### config.mk
export PLATFORM = sky130hd
export DESIGN_NAME = wr_fifo_ctrl
export DESIGN_NICKNAME = d
export VERILOG_FILES = /design/src/rtl/wr_fifo_ctrl.sv
export SDC_FILE = /design/constraint.sdc
export NUM_CORES = 1
export LEC_CHECK = 0
export CORE_MARGIN = 3
export CORE_UTILIZATION = 42
export CTS_CLUSTER_SIZE = 8
export DETAILED_ROUTE_END_ITERATION = 10
export GPL_TIMING_DRIVEN = 0
export HOLD_SLACK_MARGIN = 0.15
export PLACE_DENSITY = 0.77
export SLEW_MARGIN = 10
export SYNTH_ARGS = -nofsm -noshare
export SYNTH_HDL_FRONTEND = slang
export SYNTH_SLANG_ARGS = --single-unit
### constraint.sdc
create_clock -name clk -period 2.6 [get_ports clk]
set_input_delay 0.52 -clock clk [delete_from_list [all_inputs] [get_ports clk]]
set_output_delay 0.52 -clock clk [all_outputs]
set_load 0.05 [all_outputs]
### src/rtl/wr_fifo_ctrl.sv
// Write-side pointer/flag controller for a dual-clock FIFO; wr_acc and flags are combinational, pointers update 1 cycle after wr_acc.
// Backpressure: writes are refused (wr_acc=0) while full, which also sets the sticky overflow flag.
module wr_fifo_ctrl #(
    parameter int ADDR_WDTH = 4,
    parameter int AFULL_LVL = 12
) (
    input  logic                 clk,
    input  logic                 rst_n,
    input  logic                 sync_rst_n,
    input  logic                 wr_en,
    input  logic [ADDR_WDTH-1:0] rd_ptr_gray,
    input  logic                 ovf_clr,
    output logic [ADDR_WDTH-1:0] wr_ptr_gray,
    output logic [ADDR_WDTH-1:0] wr_ptr_bin,
    output logic                 wr_acc,
    output logic                 full,
    output logic                 almost_full,
    output logic [ADDR_WDTH-1:0] wr_level,
    output logic                 overflow
);

    localparam logic [ADDR_WDTH-1:0] PTR_ONE   = {{(ADDR_WDTH-1){1'b0}}, 1'b1};
    localparam logic [ADDR_WDTH-1:0] AFULL_THR = AFULL_LVL[ADDR_WDTH-1:0];

    logic [ADDR_WDTH-1:0] rd_ptr_bin;
    logic [ADDR_WDTH-1:0] wr_ptr_nxt;
    logic [ADDR_WDTH-1:0] wr_gray_nxt;

    // Each binary bit is the XOR of its Gray bit and all Gray bits above it.
    always_comb begin
        rd_ptr_bin = '0;
        for (int j = 0; j < ADDR_WDTH; j++) begin
            rd_ptr_bin[j] = ^(rd_ptr_gray >> j);
        end
    end

    assign wr_ptr_nxt  = wr_ptr_bin + PTR_ONE;
    assign wr_gray_nxt = wr_ptr_nxt ^ (wr_ptr_nxt >> 1);

    assign full        = (wr_ptr_nxt == rd_ptr_bin);
    assign wr_level    = wr_ptr_bin - rd_ptr_bin;
    assign almost_full = (wr_level >= AFULL_THR);
    assign wr_acc      = wr_en & ~full;

    // Gray pointer is registered from the next binary value so it never glitches across domains.
    always_ff @(posedge clk or negedge rst_n) begin
        if (!rst_n) begin
            wr_ptr_bin  <= '0;
            wr_ptr_gray <= '0;
            overflow    <= 1'b0;
        end else if (!sync_rst_n) begin
            wr_ptr_bin  <= '0;
            wr_ptr_gray <= '0;
            overflow    <= 1'b0;
        end else begin
            if (wr_acc) begin
                wr_ptr_bin  <= wr_ptr_nxt;
                wr_ptr_gray <= wr_gray_nxt;
            end
            if (wr_en && full) begin
                overflow <= 1'b1;
            end else if (ovf_clr) begin
                overflow <= 1'b0;
            end
        end
    end

endmodule
## Word level (Yosys, flattened, before mapping)

Index checks and enable logic that the tools add are counted.

- Register bits after elaboration: 9
- Input bits: 9
- Word-level logic and storage cells: 24

- Magnitude comparators: 1
- Multiplexer cells: 7
- Eq/ne operators: 3
- Add/subtract/negate cells: 2
- Reductions and logical operators: 5
- Bitwise gates (word level): 3

Operators by type and width:

| operator | number |
|---|---|
| $mux 4 | 4 |
| $reduce_xor 4->1 | 4 |
| $add 4x1->4 const B | 1 |
| $eq 4x4->1 | 1 |
| $ge 4x4->1 const B | 1 |
| $sub 4x4->4 | 1 |
| $xor 4x3->4 | 1 |
| $mux 1 | 3 |
| $ne 3x1->1 const B | 1 |
| $ne 2x1->1 const B | 1 |
| $and 1x1->1 | 1 |
| $logic_and 1x1->1 | 1 |
| $not 1->1 | 1 |

## Longest topological paths before layout

- Depth in word-level cells: 6
- Gate-level depth with buffers: 9

## Least setup slack after synthesis

Ideal clock, no wire load.

- Path kind: in2out
- Start: input port rd_ptr_gray[2]
- End: output port almost_full
- Stages on the path: 7
- Data arrival time: 3.058 ns
- Setup slack: -0.978 ns
- Data required time: 2.080 ns
- Path through: xor2_1 > xnor2_1 > xnor2_1 > ha_1 > fa_1 > xnor2_1 > and2_1

- Word-level cells in the longest chain between the ends: 3

Ends and longest elaborated chain:

| element | RTL line | source |
|---|---|---|
| start, declared | 11 | `input logic [ADDR_WDTH-1:0] rd_ptr_gray,` |
| $reduce_xor 4->1 | 33 | `rd_ptr_bin[j] = ^(rd_ptr_gray >> j);` |
| $sub 4x4->4 (*) | 41 | `assign wr_level = wr_ptr_bin - rd_ptr_bin;` |
| named net wr_level[2] | 18 | `output logic [ADDR_WDTH-1:0] wr_level,` |
| $ge 4x4->1 (*) | 42 | `assign almost_full = (wr_level >= AFULL_THR);` |
| end, declared | 17 | `output logic almost_full,` |

Mark *: on every way through the listed nets, which the timed path passes. The rest lies on a longest branch.

## Worst setup path in the final report

- Start: input port rd_ptr_gray[0]
- End: output port almost_full

- Word-level cells in the longest chain between the ends: 3

Ends and longest elaborated chain:

| element | RTL line |
|---|---|
| $reduce_xor 4->1 | 33 |
| $sub 4x4->4 | 41 |
| $ge 4x4->1 | 42 |

No other way between the ends.

==> out/qor.txt <==
Routed length per instance: 15.7 um
Starting density of the core: 47.3%
Setup Crit Path Kind: in2out
Least-Margin Pin Slew: 558 ps
Register area share after synthesis: 30.6%
# setup viols final: 4
Synthesized net count: 87
ANT cells: 0
Pint: 0.407 mW
Fin crit share: 107%
Chip height: 45.5 um
ANT nets after route: 0
Top FF cell, synth: dfrtp_1
Vias per cell: 5.29
Avg Inst Size Synth: 8.96 um2
P&R area growth vs syn: 87.4%
Max rail drop VDD: 0.000443 V
Worst Path Required: 2080 ps
Max stage delay on crit path: 440 ps
Cells after synthesis: 73
Met1 Use GR: 19.9%
CP top delay family: buffers and inverters
Max_cap viols: 0
PwrDens: 614 mW/mm2
Crit path max fanout: 2
Number of synthesized flops with an enable pin: 0
Critical Path, Cell by Cell: clkdlybuf4s50_1 -> xnor2_1 -> ha_2 -> buf_6 -> fa_2 -> xnor2_4 -> and2_4 -> buf_8
Clock latency on the worst-skew pair: 260 ps
CTS max path bufs: 2
Comb pwr share: 67.6%
Nets: 134
CTS tree: built
Antenna violations before repair: 0
GR Util All Layers: 19.4%
Slowest cell on crit path: clkdlybuf4s50_1
Vias in the first global route: 650
RSZ-0062 raised after global routing: yes
Multi-input combinational cell area: 552 um2
Layout fillers: 69
Vias post-DR: 704
Switching share of power: 45.9%
Hold Crit Class: reg2reg
FF+latch area: 203 um2
GR Overflow Total: 0
Hold slack: 535 ps
Critical path buffers and inverters: 3
Setup Skew: 5.48 ps
Synthesized flop and latch total: 8
Max Slew Vio Count: 0
Leak pwr: 0.557 nW
Worst Path Arrival: 2260 ps
First drt pass iteration count: 4
Clk pwr share: 13.3%
Netlist cell types: 25
Post-Syn Area: 654 um2
Share of cells above drive strength 1: 43.2%
IO buf count: 24
Largest net degree at the start of global routing: 11
Clk root buf: clkbuf_4
GR Layer Usage met3: 7.51%
Final instance area: 0.00123 mm2
Worst slew margin relative to its limit: 62.7%
Net Switching: 0.345 mW
Total CTS buffers: 3
First-pass GRT wire length: 2.73 mm
Die Wd: 45.5 um
Die Footprint: 0.00207 mm2
Sink Count: 8
M2 GR Usage: 33.1%
# H-tree levels: 1
Crit end category: output port
GP Congestion: 0.707
Failing checks: setup timing
Status: finished, violations left
Setup ws final: -178 ps
Type of origin of the critical path: input port
Hpwl dp: 1.17 mm
Top Usage Layer GRT: met2
Hold buffer count at cts: 0
Core Footprint: 0.00138 mm2
Num ports: 25
YS warnings: 0
Rows: 13
Iteration-0 DRC Markers: 12
Dpl cell area: 0.00100 mm2
Max frequency: 360 MHz
Share of flip-flops with an asynchronous set or reset: 100%
Fin. Hold Viols: 0
Minimum clock period: 2780 ps
Worst-path clk slew: 50 ps
Power share of the sequential group: 19.1%
DRC: 0
Post-Route WL: 2.09 mm
==> timing repair <==
| item | 4_1_cts | 5_1_grt |
|---|---|---|
| cloned | 0 | 0 |
| buffers inserted | 9 | 9 |
| endpoints found under the setup margin | 7 | 7 |
| resized for setup | 53 | 16 |
| pin swaps | 7 | 13 |
==> cells in the mapped netlist (2+ instances only) <==
master / count / area, um2
nand2_1: 12 / 45.0
dfrtp_1: 8 / 200
inv_1: 8 / 30.0
mux2i_1: 6 / 60.1
xnor2_1: 6 / 52.6
xor2_1: 5 / 43.8
ha_1: 4 / 50.1
a21oi_1: 3 / 15.0
nand3_1: 3 / 15.0
nor2b_1: 2 / 12.5
or3_1: 2 / 12.5
==> logic make-up after synthesis <==
kind of cell,count (synthesis),share of synthesized area [%]
buffers and inverters,10,6.31
muxes,6,9.18
xor gates and xnor gates,11,14.7
DFF,8,30.6
AOI/OAI and AO/OA,8,9.18
adders and majority gates,5,10.7
and+or+nand+nor,25,19.3
==> metal layers <==
metal,vias to the layer above,part of all wire [%]
li1,326,-
met1,345,37
met2,24,55
met3,9,5.1
met4,0,3.1
met5,-,0
==> sequential cells by signal, summed over array words and instances, names as in the netlist <==
register,flops
wr_ptr_bin,3
wr_ptr_gray,4
overflow,1
==> worst reg2reg max path, stage by stage (launching register included) <==
cell,delay (ps)
dfrtp_1,440
xor2_1,510
xnor2_1,240
a211oi_4,80
buf_6,130
buf_4,130
buf_4,130
or3_1,340
a21boi_1,170
==> cells in the final DEF (no fill, tap or decap), drive strengths merged, types with 2 or more instances in the layout <==
cell,n
nand2,12
a21oi,3
ha,4
clkdlybuf4s50,14
o21ai,2
nor2b,2
nand3,3
dfrtp,8
inv,8
buf,27
or3,2
clkbuf,5
xnor2,6
xor2,5
mux2i,6
==> final timing paths <==
kind / start / depth (start not counted) / endpoint / slack, ps
min reg2reg: wr_ptr_gray[0]$_DFFE_PN0P_ / 2 / wr_ptr_gray[0]$_DFFE_PN0P_ / 530
min in group asynchronous: rst_n / 1 / wr_ptr_gray[2]$_DFFE_PN0P_ / 540
max in group asynchronous: rst_n / 1 / wr_ptr_bin[0]$_DFFE_PN0P_ / 1750
min: wr_ptr_gray[0]$_DFFE_PN0P_ / 2 / wr_ptr_gray[0]$_DFFE_PN0P_ / 530
max: rd_ptr_gray[0] / 8 / almost_full / -180
max reg2reg: wr_ptr_gray[3]$_DFFE_PN0P_ / 8 / wr_ptr_bin[2]$_DFFE_PN0P_ / 350
==> power groups by stage <==
stage	combinational, mW	sequential (mW)	clock [mW]
after floorplan	0.267	0.184	0
after global placement	0.412	0.150	0
after detailed placement	0.418	0.150	0
after CTS	0.447	0.143	0.101
after global routing	0.532	0.144	0.112
final	0.509	0.143	0.100
==> per-stage QoR <==
| stage | instances | TNS (ps) | setup WS [ps] | utilization [%] | total power [mW] |
|---|---|---|---|---|---|
| floorplan | 73 | -384 | -221 | - | 0.450 |
| global placement | 112 | -7520 | -1270 | 72.4 | 0.562 |
| detailed placement | 112 | -8130 | -1320 | 72.4 | 0.568 |
| CTS | 124 | -393 | -171 | 79.2 | 0.691 |
| global route | 133 | -747 | -212 | 88.7 | 0.788 |
| finish | 133 | -518 | -178 | 88.7 | 0.752 |
==> cell type report <==
class / count / area share (%)
buffer: 2 / 0.918
clock buffer: 3 / 1.84
inverter: 8 / 2.45
multi-input combinational: 55 / 45.0
sequential: 8 / 16.5
tap: 15 / 1.53
timing repair buffer: 42 / 31.7
Power figures use the tool's default switching activity.
